## src/rtl/cordic_flow_ctrl.sv

```systemverilog
// cordic_flow_ctrl: valid/ready wrapper around a fixed-latency, non-stallable
// cosine pipeline. Angles are issued only when the output FIFO is guaranteed
// to have room for the result, so captured results are never dropped.
// Issue-to-capture timing: an angle accepted at edge T sets vld_sr[0] after T
// and reaches vld_sr[LATENCY-1] after edge T+LATENCY-1, which is the cycle in
// which the cosine presents its result. The FIFO stores that result on the
// following edge, and m_valid rises in the cycle after that store.
module cordic_flow_ctrl #(
  parameter int LATENCY = 4,
  parameter int DEPTH   = 8,
  parameter int DATA_W  = 32
) (
  input  logic                           clk,
  input  logic                           reset,
  input  logic                           flush,
  input  logic                           s_valid,
  output logic                           s_ready,
  input  logic [DATA_W-1:0]              s_angle,
  output logic [DATA_W-1:0]              cos_angle,
  output logic                           cos_clk_en,
  output logic                           cos_reset,
  input  logic [DATA_W-1:0]              cos_result,
  output logic                           m_valid,
  input  logic                           m_ready,
  output logic [DATA_W-1:0]              m_result,
  output logic [$clog2(LATENCY+1)-1:0]   inflight
);

  localparam int ADDR = $clog2(DEPTH);
  localparam int IFW  = $clog2(LATENCY+1);
  localparam int CW   = ADDR + 1;

  logic [LATENCY-1:0] vld_sr_q, vld_sr_d;
  logic [ADDR-1:0]    wr_ptr_q, wr_ptr_d;
  logic [ADDR-1:0]    rd_ptr_q, rd_ptr_d;
  logic [CW-1:0]      count_q, count_d;
  logic [DATA_W-1:0]  mem_q [DEPTH];
  logic [DATA_W-1:0]  mem_d [DEPTH];

  logic [IFW-1:0]     inflight_c;
  logic [CW:0]        used_c;
  logic               accept;
  logic               wr_en;
  logic               rd_en;

  // The cosine sees the angle directly; it runs whenever reset is released
  // and its stages are wiped by the same flush that empties the FIFO.
  assign cos_angle  = s_angle;
  assign cos_clk_en = reset;
  assign cos_reset  = flush;

  // Count issued angles whose results have not yet been written to the FIFO.
  always_comb begin
    inflight_c = '0;
    for (int i = 0; i < LATENCY; i++) begin
      inflight_c = inflight_c + IFW'(vld_sr_q[i]);
    end
  end

  // Credit check uses registered terms only, so a same-cycle pop never opens
  // the input and there is no combinational path from m_ready to s_ready.
  always_comb begin
    used_c   = {1'b0, count_q} + (CW+1)'(inflight_c);
    s_ready  = reset & ~flush & (used_c < (CW+1)'(DEPTH));
    m_valid  = (count_q != '0);
    m_result = mem_q[rd_ptr_q];
    inflight = inflight_c;
    accept   = s_valid & s_ready;
    wr_en    = vld_sr_q[LATENCY-1];
    rd_en    = m_valid & m_ready;
  end

  // Next-state for the valid tracker and FIFO; flush discards everything.
  always_comb begin
    vld_sr_d = {vld_sr_q[LATENCY-2:0], accept};
    wr_ptr_d = wr_ptr_q;
    rd_ptr_d = rd_ptr_q;
    count_d  = count_q;
    mem_d    = mem_q;
    if (flush) begin
      vld_sr_d = '0;
      wr_ptr_d = '0;
      rd_ptr_d = '0;
      count_d  = '0;
    end else begin
      if (wr_en) begin
        mem_d[wr_ptr_q] = cos_result;
        wr_ptr_d        = wr_ptr_q + ADDR'(1);
      end
      if (rd_en) begin
        rd_ptr_d = rd_ptr_q + ADDR'(1);
      end
      case ({wr_en, rd_en})
        2'b10:   count_d = count_q + CW'(1);
        2'b01:   count_d = count_q - CW'(1);
        default: count_d = count_q;
      endcase
    end
  end

  // State registers, cleared immediately when reset goes low.
  always_ff @(posedge clk or negedge reset) begin
    if (!reset) begin
      vld_sr_q <= '0;
      wr_ptr_q <= '0;
      rd_ptr_q <= '0;
      count_q  <= '0;
      for (int i = 0; i < DEPTH; i++) begin
        mem_q[i] <= '0;
      end
    end else begin
      vld_sr_q <= vld_sr_d;
      wr_ptr_q <= wr_ptr_d;
      rd_ptr_q <= rd_ptr_d;
      count_q  <= count_d;
      mem_q    <= mem_d;
    end
  end

endmodule
```

## config.mk

```make
export PLATFORM = sky130hd
export DESIGN_NAME = cordic_flow_ctrl
export DESIGN_NICKNAME = d
export VERILOG_FILES = /design/src/rtl/cordic_flow_ctrl.sv
export SDC_FILE = /design/constraint.sdc
export NUM_CORES = 1
export LEC_CHECK = 0
export ABC_AREA = 1
export CORE_MARGIN = 10
export CORE_UTILIZATION = 40
export CTS_CLUSTER_DIAMETER = 80
export DETAILED_ROUTE_END_ITERATION = 6
export GPL_ROUTABILITY_DRIVEN = 0
export HOLD_SLACK_MARGIN = 0.06
export PLACE_DENSITY_LB_ADDON = 0.3
export SETUP_SLACK_MARGIN = 0.4
export SLEW_MARGIN = 0
export SYNTH_ARGS = -nofsm -noshare
export SYNTH_HDL_FRONTEND = slang
export SYNTH_SLANG_ARGS = --single-unit
export TNS_END_PERCENT = 50
```

## constraint.sdc

```tcl
create_clock -name clk -period 3.9 [get_ports clk]
set_clock_uncertainty 0.1 [all_clocks]
set_input_delay 0.39 -clock clk [delete_from_list [all_inputs] [get_ports clk]]
set_output_delay 0.39 -clock clk [all_outputs]
set_load 0.02 [all_outputs]
```

# After elaboration in Yosys (flattened, before gate mapping)
# Index checks and enable logic that the tools add are counted.
[totals]
ff_bits = 270
output_inout_bits = 71
elab_cells = 52
[classes]
n_addsub = 8
n_lt_le_gt_ge = 4
n_eq_ne = 2
muxes = 13
bitwise = 7
n_reduce_logical = 6
[ops]
columns = ["operator", "count"]
rows = [
  ["256-bit bitwise mux", 1],
  ["32-bit binary-select mux with 3-bit select", 1],
  ["32-bit demux with 3-bit select", 1],
  ["32-bit two-way mux", 3],
  ["3-bit two-way mux", 4],
  ["4-bit greater-or-equal comparator (second input constant)", 2],
  ["4-bit two-way mux", 2],
  ["3-bit NOT with 4-bit output", 2],
  ["4-bit one-hot mux with 2 select lines", 1],
  ["3-bit by 1-bit adder with 3-bit output (second input constant)", 2],
  ["4-bit by 3-bit adder with 5-bit output", 1],
  ["5-bit by 4-bit < comparator with 1-bit output (second input constant)", 1],
  ["4-bit by 1-bit adder with 4-bit output (second input constant)", 1],
  ["1-bit AND", 4],
  ["4-bit by 1-bit < comparator with 1-bit output (second input constant)", 1],
  ["2-bit nonzero test", 2],
  ["4-bit nonzero test", 1],
  ["4-bit by 1-bit subtractor with 4-bit output (second input constant)", 1],
  ["2-bit by 1-bit adder with 3-bit output", 1],
  ["3-bit by 1-bit adder with 3-bit output", 1],
  ["3-bit nonzero test", 1],
  ["1-bit by 1-bit adder with 2-bit output", 1],
  ["2-bit by 1-bit == test with 1-bit output (second input constant)", 1],
  ["2-bit == test (second input constant)", 1],
  ["3 further kinds", 3],
]

# Longest topological paths before layout
# Gate-level depths: netlist of run 1.
[depth]
depth_word = 8
mapped_depth = 11
depth_no_buf = 11

# Least setup slack after synthesis of run 1
# OpenSTA, ideal clock, no wires.
[synth_path]
path_kind = "register -> output"
start = "reg vld_sr_q[0]"
end = "out s_ready"
arrival_ns = 2.301
required_time_ns = 3.410
slack_ns = 1.109
path_stages_with_launch = 7
cell_sequence = "dfrtp_1 -> fa_1 -> ha_1 -> ha_1 -> ha_1 -> a31o_2 -> a21oi_1"
[synth_via]
elab_chain_len = 6
[synth_lines]
columns = ["element", "line", "text"]
rows = [
  ["from (decl)", "33", "logic [LATENCY-1:0] vld_sr_q, vld_sr_d;"],
  ["from (signal assigned)", "112", "vld_sr_q <= vld_sr_d;"],
  ["1-bit by 1-bit adder with 2-bit output", "56", "inflight_c = inflight_c + IFW'(vld_sr_q[i]);"],
  ["2-bit by 1-bit adder with 3-bit output", "56", ""],
  ["3-bit by 1-bit adder with 3-bit output", "56", ""],
  ["net inflight[1]", "26", "output logic [$clog2(LATENCY+1)-1:0] inflight"],
  ["4-bit by 3-bit adder with 5-bit output", "63", "used_c = {1'b0, count_q} + (CW+1)'(inflight_c);"],
  ["5-bit by 4-bit < comparator with 1-bit output", "64", "s_ready = reset & ~flush & (used_c < (CW+1)'(DEPTH));"],
  ["1-bit AND", "64", ""],
  ["to (decl)", "17", "output logic s_ready,"],
]
# The timed path passes the listed nets, and every way through them passes these cells.

# Worst setup path in the final report of run 1
[layout_path]
start = "reg vld_sr_q[3]"
end = "out s_ready"
[layout_via]
elab_chain_len = 4
[layout_lines]
columns = ["element", "line"]
rows = [
  ["3-bit by 1-bit adder with 3-bit output", "56"],
  ["4-bit by 3-bit adder with 5-bit output", "63"],
  ["5-bit by 4-bit < comparator with 1-bit output", "64"],
  ["1-bit AND", "64"],
]
# Every way passes these cells.

==> metrics.txt, run 1 <==
# TYPE chip_impl_metric gauge
chip_impl_info{name="outcome",value="complete, no violations"} 1
chip_impl_metric{name="flow.area_growth_from_synthesis",unit="%"} 15.9
chip_impl_metric{name="initial_core_util",unit="%"} 40.5
chip_impl_metric{name="synth_async_sr_flop_share",unit="%"} 100
chip_impl_metric{name="wl_per_cell",unit="um"} 16.3
chip_impl_metric{name="fin_nets",unit=""} 1539
chip_impl_metric{name="timing_hold_violations_final",unit=""} 0
chip_impl_metric{name="io-pin-count",unit=""} 140
chip_impl_metric{name="initial_drc_count",unit=""} 804
chip_impl_metric{name="share_of_post_route_cells_with_drive_strength_above_1",unit="%"} 6.41
chip_impl_metric{name="largest_fanout_on_the_critical_path",unit=""} 5
chip_impl_metric{name="clk_pin_slew_worst_paths",unit="ps"} 60
chip_impl_info{name="hp-class",value="in -> async"} 1
chip_impl_metric{name="cts_buffer_count",unit=""} 30
chip_impl_metric{name="worst_path_largest_cell_delay",unit="ps"} 450
chip_impl_metric{name="post_synth.cell_area_avg",unit="sq um"} 8.54
chip_impl_metric{name="worstMarginPinSlew",unit="ps"} 854
chip_impl_info{name="synth_flop_cell",value="dfrtp_1"} 1
chip_impl_metric{name="num_rows",unit=""} 64
chip_impl_metric{name="detailed_place_hpwl",unit="um"} 18300
chip_impl_info{name="startpoint_type",value="register"} 1
chip_impl_metric{name="total_power",unit="mW"} 7.65
chip_impl_metric{name="global_route_wire_length_before_repair",unit="um"} 50900
chip_impl_metric{name="port-buffer-count",unit=""} 75
chip_impl_info{name="endpoint_type_of_the_worst_setup_path",value="output port"} 1
chip_impl_metric{name="regArea",unit="sq mm"} 0.00676
chip_impl_metric{name="avgViaCountPerCell",unit=""} 5.17
chip_impl_metric{name="setup_viol_count_final",unit=""} 0
chip_impl_metric{name="clk-insertion-delay-late",unit="ps"} 540
chip_impl_metric{name="grt_use_total",unit="%"} 15.7
chip_impl_metric{name="h-tree-depth",unit=""} 1
chip_impl_info{name="unrepaired_setup_endpoints_after_global_routing",value="no"} 1
chip_impl_metric{name="max_clock_freq",unit="MHz"} 304
chip_impl_metric{name="sequential_area_share_after_synthesis",unit="%"} 54.5
chip_impl_metric{name="final.setup.tns",unit="ps"} 0
chip_impl_metric{name="syn_area",unit="sq mm"} 0.0124
chip_impl_info{name="critPathKind",value="reg -> out"} 1
chip_impl_metric{name="synthesis.nets",unit=""} 1531
chip_impl_metric{name="synth.yosys.warnings",unit=""} 0
chip_impl_info{name="yosys.area.top_type",value="dfrtp_1"} 1
chip_impl_metric{name="grt_overflow_total",unit=""} 0
chip_impl_metric{name="ctsLongestPathBuffers",unit=""} 3
chip_impl_info{name="cells_taking_the_most_area_after_synthesis",value="dfrtp_1 (55%), o21ai_0 (14%), nand2_1 (10%), nor2_1 (3.1%), a21oi_1 (2.8%)"} 1
chip_impl_metric{name="multi_input_area",unit="sq mm"} 0.00468
chip_impl_metric{name="worst_endpoint_data_arrival_time",unit="ps"} 2800
chip_impl_metric{name="cellLeakagePower",unit="nW"} 6.64
chip_impl_metric{name="synth.distinct_cells",unit=""} 30
chip_impl_metric{name="timing.critical_path.required",unit="ps"} 3410
chip_impl_metric{name="n_fill_cell",unit=""} 2979
chip_impl_metric{name="number_of_enable_flip_flop_cells_after_synthesis",unit=""} 0
chip_impl_metric{name="cap_viol_max_count",unit=""} 0
chip_impl_metric{name="ys_seq_elements",unit=""} 270
chip_impl_metric{name="die_outline_area",unit="sq mm"} 0.0384
chip_impl_metric{name="antenna_cells",unit=""} 0
chip_impl_metric{name="drtPass1Iterations",unit=""} 6
chip_impl_metric{name="pwr_density_cell",unit="mW/mm^2"} 532
chip_impl_metric{name="detail-route-antenna-nets",unit=""} 0
chip_impl_metric{name="die-height",unit="um"} 196
chip_impl_metric{name="numClockSinks",unit=""} 270
chip_impl_metric{name="vias",unit=""} 9697
chip_impl_metric{name="grt_pass1_vias",unit=""} 9516
chip_impl_metric{name="slew_viol_final",unit=""} 0
chip_impl_metric{name="largest_net_degree_at_the_start_of_global_routing",unit=""} 111
chip_impl_metric{name="minimum_clock_period",unit="ps"} 3290
chip_impl_info{name="critical_path.slowest_cell",value="fa_1"} 1
chip_impl_metric{name="drc",unit=""} 0
chip_impl_metric{name="number_of_antenna_violations_at_the_first_check_in_global_routing",unit=""} 0
chip_impl_info{name="clock_tree_from_tritoncts",value="built"} 1
chip_impl_metric{name="routed_wl",unit="um"} 30500
chip_impl_metric{name="synth_cells",unit=""} 1452
chip_impl_info{name="path_cells",value="fa_1, ha_1, ha_1, ha_1, a31o_2, a21oi_1, clkbuf_2"} 1
chip_impl_metric{name="worst_ir_drop_vdd",unit="mV"} 0.339
chip_impl_metric{name="synth_top_area_share",unit="%"} 54.5
chip_impl_metric{name="die-width",unit="um"} 196
chip_impl_metric{name="slew-limit-headroom",unit="%"} 43.0
chip_impl_info{name="critical_path.most_common_cell",value="ha_1"} 1
chip_impl_metric{name="core_region_area",unit="sq mm"} 0.0306
chip_impl_info{name="clockRootBuffer",value="clkbuf_16"} 1
chip_impl_metric{name="finalCritPeriodShare",unit="%"} 84.3
[placed cells by master, fill, tap and decap left out, types with 8 or more instances in the layout]
cell type | netlist | final
o21ai_0 | 351 | 351
nand2_1 | 339 | 339
dfrtp_1 | 270 | 268
nor2_1 | 104 | 104
inv_1 | 76 | 75
clkdlybuf4s50_1 | 0 | 73
a21oi_1 | 70 | 70
o22ai_1 | 32 | 32
mux2i_1 | 32 | 32
clkbuf_16 | 0 | 32
buf_4 | 34 | 20
nand3_1 | 9 | 8
ha_1 | 8 | 8
buf_12 | 0 | 8
[power by group]
group          internal (mW)  switching, mW  total [mW]
combinational          0.687           1.05        1.74
clock                   1.74           1.12        2.85
sequential              2.93          0.126        3.05
[through the flow]
step / utilization, % / cell area (sq um) / setup WS [ps] / hold WS, ps / std cells
finish: 47.0 / 14400 / 612 / 240 / 1877
global route: 47.0 / 14400 / 448 / 281 / 1877
CTS: 46.8 / 14300 / 413 / 274 / 1875
detailed placement: 43.5 / 13300 / 712 / 234 / 1821
global placement: 43.5 / 13300 / 733 / 236 / 1821
floorplan: - / 12400 / 1110 / -5.59 / 1452
[final timing paths]
path	startpoint	endpoint	slack [ps]	depth (start not counted)
worst max register to register	vld_sr_q[3]	vld_sr_q[0]	1530	7
worst min register to register	mem_q[42]	mem_q[42]	380	2
worst min-delay path	reset	vld_sr_q[1]	240	2
worst max-delay path	vld_sr_q[3]	s_ready	610	7
min in group clk	s_valid	vld_sr_q[0]	330	2
max in group asynchronous	reset	mem_q[236]	1970	4
[repair_timing]
item	in CTS	in global routing
gates resized for setup	2	3
hold buffers	1	0
gates cloned	0	1
pin swaps	0	0
buffers inserted	0	1
endpoints found under the hold margin	54	0
endpoints found under the setup margin	1	19
[critical path: cells and delay by family (launching register included)]
family	cells	cell delay, ps
AOI/OAI and AO/OA	2	380
DFF	1	440
buffers and inverters	1	190
adders and majority gates	4	1230
[final cells by class]
cell class	instances	area share [%]
Timing Repair Buffer	107	7.90
Tap cell	396	3.45
Clock buffer	43	6.06
Inverter	79	2.07
Sequential cell	270	47.1
Multi-Input combinational cell	972	32.5
Clock inverter	10	0.906
[sequential cells by signal (all words and copies together) (netlist names)]
register	count
mem_q	256
count_q	4
vld_sr_q	4
rd_ptr_q	3
wr_ptr_q	3
[kinds of logic (layout without fill, tap and decap cells)]
kind of cell / after synthesis / count (layout) / synth area share (%)
adder cells (fa/ha/maj): 10 / 10 / 1.13
XOR/XNOR: 1 / 1 / 0.0707
AO/OA/AOI/OAI: 463 / 463 / 19.1
flip-flops: 270 / 270 / 54.5
AND/OR/NAND/NOR: 466 / 466 / 14.8
multiplexers: 32 / 32 / 2.58
buffers and inverters: 210 / 239 / 7.82
[cell usage after synthesis, types with 3 or more instances]
library cell / number
o21ai_0: 351
nand2_1: 339
dfrtp_1: 270
nor2_1: 104
inv_1: 76
a21oi_1: 70
clkbuf_1: 65
buf_4: 34
mux2i_1: 32
o22ai_1: 32
buf_2: 25
nand3_1: 9
ha_1: 8
o21ai_1: 7
buf_1: 4
buf_6: 3
nand3_2: 3
nand4_1: 3
[metal layers]
metal,track usage [%],part of all wire [%],vias to the layer above
met5,0,0,-
li1,-,-,4793
met3,2.68,4.6,41
met1,21.7,48,4675
met2,25.3,46,188
met4,3.34,1.6,0
No activity file was read; power rests on OpenSTA's default activity.
==> run 2: changes to the inputs <==
==> constraint.sdc (replaced) <==
create_clock -name clk -period 2.7 [get_ports clk]
set_clock_uncertainty 0.1 [all_clocks]
set_input_delay 0.27 -clock clk [delete_from_list [all_inputs] [get_ports clk]]
set_output_delay 0.27 -clock clk [all_outputs]
set_load 0.02 [all_outputs]
==> metrics.txt, run 2 (synthesized netlist as in run 1, its figures left out) <==
# TYPE chip_impl_metric gauge
chip_impl_metric{name="regArea",unit="sq mm"} 0.00676
chip_impl_metric{name="grt_pass1_vias",unit=""} 10000
chip_impl_metric{name="multi_input_area",unit="sq mm"} 0.00539
chip_impl_info{name="registers.top_by_ff_count",value="mem_q"} 1
chip_impl_metric{name="num_rows",unit=""} 64
chip_impl_metric{name="worst_path_largest_cell_delay",unit="ps"} 530
chip_impl_metric{name="core_region_area",unit="sq mm"} 0.0306
chip_impl_info{name="endpoint_type_of_the_worst_setup_path",value="output port"} 1
chip_impl_metric{name="cap_viol_max_count",unit=""} 0
chip_impl_metric{name="crit_cells",unit=""} 7
chip_impl_metric{name="pwr_density_cell",unit="mW/mm^2"} 783
chip_impl_metric{name="drtPass1Iterations",unit=""} 6
chip_impl_metric{name="worst_endpoint_data_arrival_time",unit="ps"} 2610
chip_impl_metric{name="global_route_wire_length_before_repair",unit="um"} 54000
chip_impl_metric{name="die-height",unit="um"} 196
chip_impl_metric{name="setup_viol_count_final",unit=""} 1
chip_impl_metric{name="drc",unit=""} 0
chip_impl_metric{name="h-tree-depth",unit=""} 1
chip_impl_metric{name="io-pin-count",unit=""} 140
chip_impl_metric{name="worst-r2r-setup-slack",unit="ps"} 480
chip_impl_metric{name="numClockSinks",unit=""} 270
chip_impl_metric{name="finalCritPeriodShare",unit="%"} 110
chip_impl_metric{name="vias",unit=""} 10100
chip_impl_metric{name="clk_pin_slew_worst_paths",unit="ps"} 60
chip_impl_metric{name="max_clock_freq",unit="MHz"} 335
chip_impl_info{name="critical_path.most_common_cell",value="ha_4"} 1
chip_impl_metric{name="avgViaCountPerCell",unit=""} 5.28
chip_impl_metric{name="share_of_post_route_cells_with_drive_strength_above_1",unit="%"} 19.3
chip_impl_metric{name="place_ws",unit="ps"} -216
chip_impl_metric{name="clk-insertion-delay-late",unit="ps"} 550
chip_impl_metric{name="p_switching",unit="mW"} 3.92
chip_impl_metric{name="internal_power",unit="mW"} 8.52
chip_impl_metric{name="timing_hold_violations_final",unit=""} 0
chip_impl_metric{name="detailed_place_hpwl",unit="um"} 18600
chip_impl_metric{name="combined_buffer_and_inverter_count_along_the_critical_path",unit=""} 1
chip_impl_info{name="startpoint_type",value="register"} 1
chip_impl_info{name="most-common-layout-cells",value="nand2_1 (316), o21ai_0 (271), dfrtp_1 (268)"} 1
chip_impl_info{name="clockRootBuffer",value="clkbuf_16"} 1
chip_impl_metric{name="initial_core_util",unit="%"} 40.5
chip_impl_metric{name="clock_power_share",unit="%"} 32.3
chip_impl_metric{name="grt_use_total",unit="%"} 16.9
chip_impl_info{name="mostFrequentLayoutCell",value="nand2_1"} 1
chip_impl_metric{name="worst_ir_drop_vdd",unit="mV"} 0.517
chip_impl_info{name="outcome",value="finished with violations"} 1
chip_impl_metric{name="die_outline_area",unit="sq mm"} 0.0384
chip_impl_metric{name="wl_per_cell",unit="um"} 18.0
chip_impl_metric{name="minimum_clock_period",unit="ps"} 2980
chip_impl_metric{name="final_cells",unit=""} 1916
chip_impl_info{name="cp_top_family",value="adder cells"} 1
chip_impl_metric{name="number_of_antenna_violations_at_the_first_check_in_global_routing",unit=""} 1
chip_impl_info{name="critPathKind",value="reg -> out"} 1
chip_impl_metric{name="n_fill_cell",unit=""} 2785
chip_impl_metric{name="slew-limit-headroom",unit="%"} 33.8
chip_impl_metric{name="final_critical_path_setup_slack",unit="ps"} -281
chip_impl_info{name="reg.largest.list",value="mem_q (256), count_q (4), vld_sr_q (4)"} 1
chip_impl_metric{name="comb_power_share",unit="%"} 32.4
chip_impl_metric{name="largest_net_degree_at_the_start_of_global_routing",unit=""} 171
chip_impl_info{name="clock_tree_from_tritoncts",value="built"} 1
chip_impl_metric{name="ctsLongestPathBuffers",unit=""} 3
chip_impl_metric{name="power_switching_share",unit="%"} 31.5
chip_impl_metric{name="timing.critical_path.required",unit="ps"} 2330
chip_impl_metric{name="grt_overflow_total",unit=""} 0
chip_impl_metric{name="flow.area_growth_from_synthesis",unit="%"} 28.1
chip_impl_metric{name="placed_cells",unit=""} 1828
chip_impl_metric{name="worstMarginPinSlew",unit="ps"} 993
chip_impl_metric{name="detail-route-antenna-nets",unit=""} 0
chip_impl_metric{name="slew_viol_final",unit=""} 0
chip_impl_info{name="path_cells",value="fa_1, ha_4, ha_4, ha_4, a31o_4, a21oi_4, buf_6"} 1
chip_impl_metric{name="antenna_cells",unit=""} 0
chip_impl_metric{name="die-width",unit="um"} 196
chip_impl_metric{name="port-buffer-count",unit=""} 75
chip_impl_metric{name="routed_wl",unit="um"} 34500
chip_impl_metric{name="fin_nets",unit=""} 1577
chip_impl_info{name="critical_path.slowest_cell",value="fa_1"} 1
chip_impl_metric{name="largest_register_ff_count",unit=""} 256
chip_impl_metric{name="power.share.sequential",unit="%"} 35.3
chip_impl_metric{name="initial_drc_count",unit=""} 894
chip_impl_metric{name="finalCoreUtilization",unit="%"} 51.9
chip_impl_info{name="violations",value="negative setup slack"} 1
chip_impl_metric{name="hold_depth",unit=""} 2
chip_impl_metric{name="cts_buffer_count",unit=""} 29
chip_impl_metric{name="cellLeakagePower",unit="nW"} 7.19
chip_impl_info{name="hp-class",value="in -> reg"} 1
chip_impl_metric{name="reg2regPathDepth",unit=""} 7
chip_impl_metric{name="largest_fanout_on_the_critical_path",unit=""} 2
chip_impl_metric{name="fin_worst_hold_slack",unit="ps"} 192
chip_impl_info{name="unrepaired_setup_endpoints_after_global_routing",value="yes"} 1
==> run 2: cell count changes in the layout (fill, tap and decap cells not counted), sizes merged <==
cell           previous run  this run
clkinv                    7         8
clkinvlp                  2         1
clkbuf                   45        52
dlygate4sd2               0         1
clkdlybuf4s50            73        37
buf                      31        98
==> run 2: stage by stage <==
stage | setup TNS, ps | cell area [sq um] | power [mW]
2_1_floorplan | 0 | 12400 | 6.02
3_3_place_gp | -194 | 13500 | 6.99
3_5_place_dp | -216 | 13500 | 7.01
4_1_cts | -295 | 15200 | 11.9
5_1_grt | -334 | 15900 | 13.0
6_report | -281 | 15900 | 12.4
==> run 2: power by group through the flow <==
| stage | Sequential, mW | Clock [mW] | Combinational, mW |
|---|---|---|---|
| floorplan | 4.38 | 0 | 1.64 |
| global placement | 4.48 | 0 | 2.51 |
| detailed placement | 4.48 | 0 | 2.53 |
| CTS | 4.37 | 4.11 | 3.37 |
| global route | 4.41 | 4.29 | 4.34 |
| finish | 4.39 | 4.02 | 4.04 |
==> run 2: final cells by class <==
type,instances,area share [%]
Clock buffer,43,5.28
Timing Repair Buffer,146,12.3
Multi-Input combinational cell,972,33.9
Tap cell,396,3.12
Inverter,79,2.03
Clock inverter,10,0.803
Sequential cell,270,42.6
==> run 2: layer usage <==
metal  vias up  global-route usage, %  share of wire, %
met5         -                      0             0.035
met4         2                   3.48               1.5
met1      4946                   22.5                44
met3        44                   3.05               5.5
met2       248                   28.1                48
li1       4875                      -                 -
==> run 2: final timing paths <==
kind / startpoint / end
max in group asynchronous: reset / mem_q[77]
min in group asynchronous: reset / count_q[1]
worst min register to register: mem_q[49] / mem_q[49]
worst min-delay path: s_valid / vld_sr_q[0]
worst max register to register: vld_sr_q[1] / vld_sr_q[0]
worst max-delay path: vld_sr_q[1] / s_ready
==> run 2: repair_timing <==
action	in CTS	in global routing
gates cloned	7	10
hold endpoints to repair	100	0
hold buffers	2	0
pin swaps	37	84
setup buffers	13	3
resized for setup	355	136
setup endpoints to repair	37	36
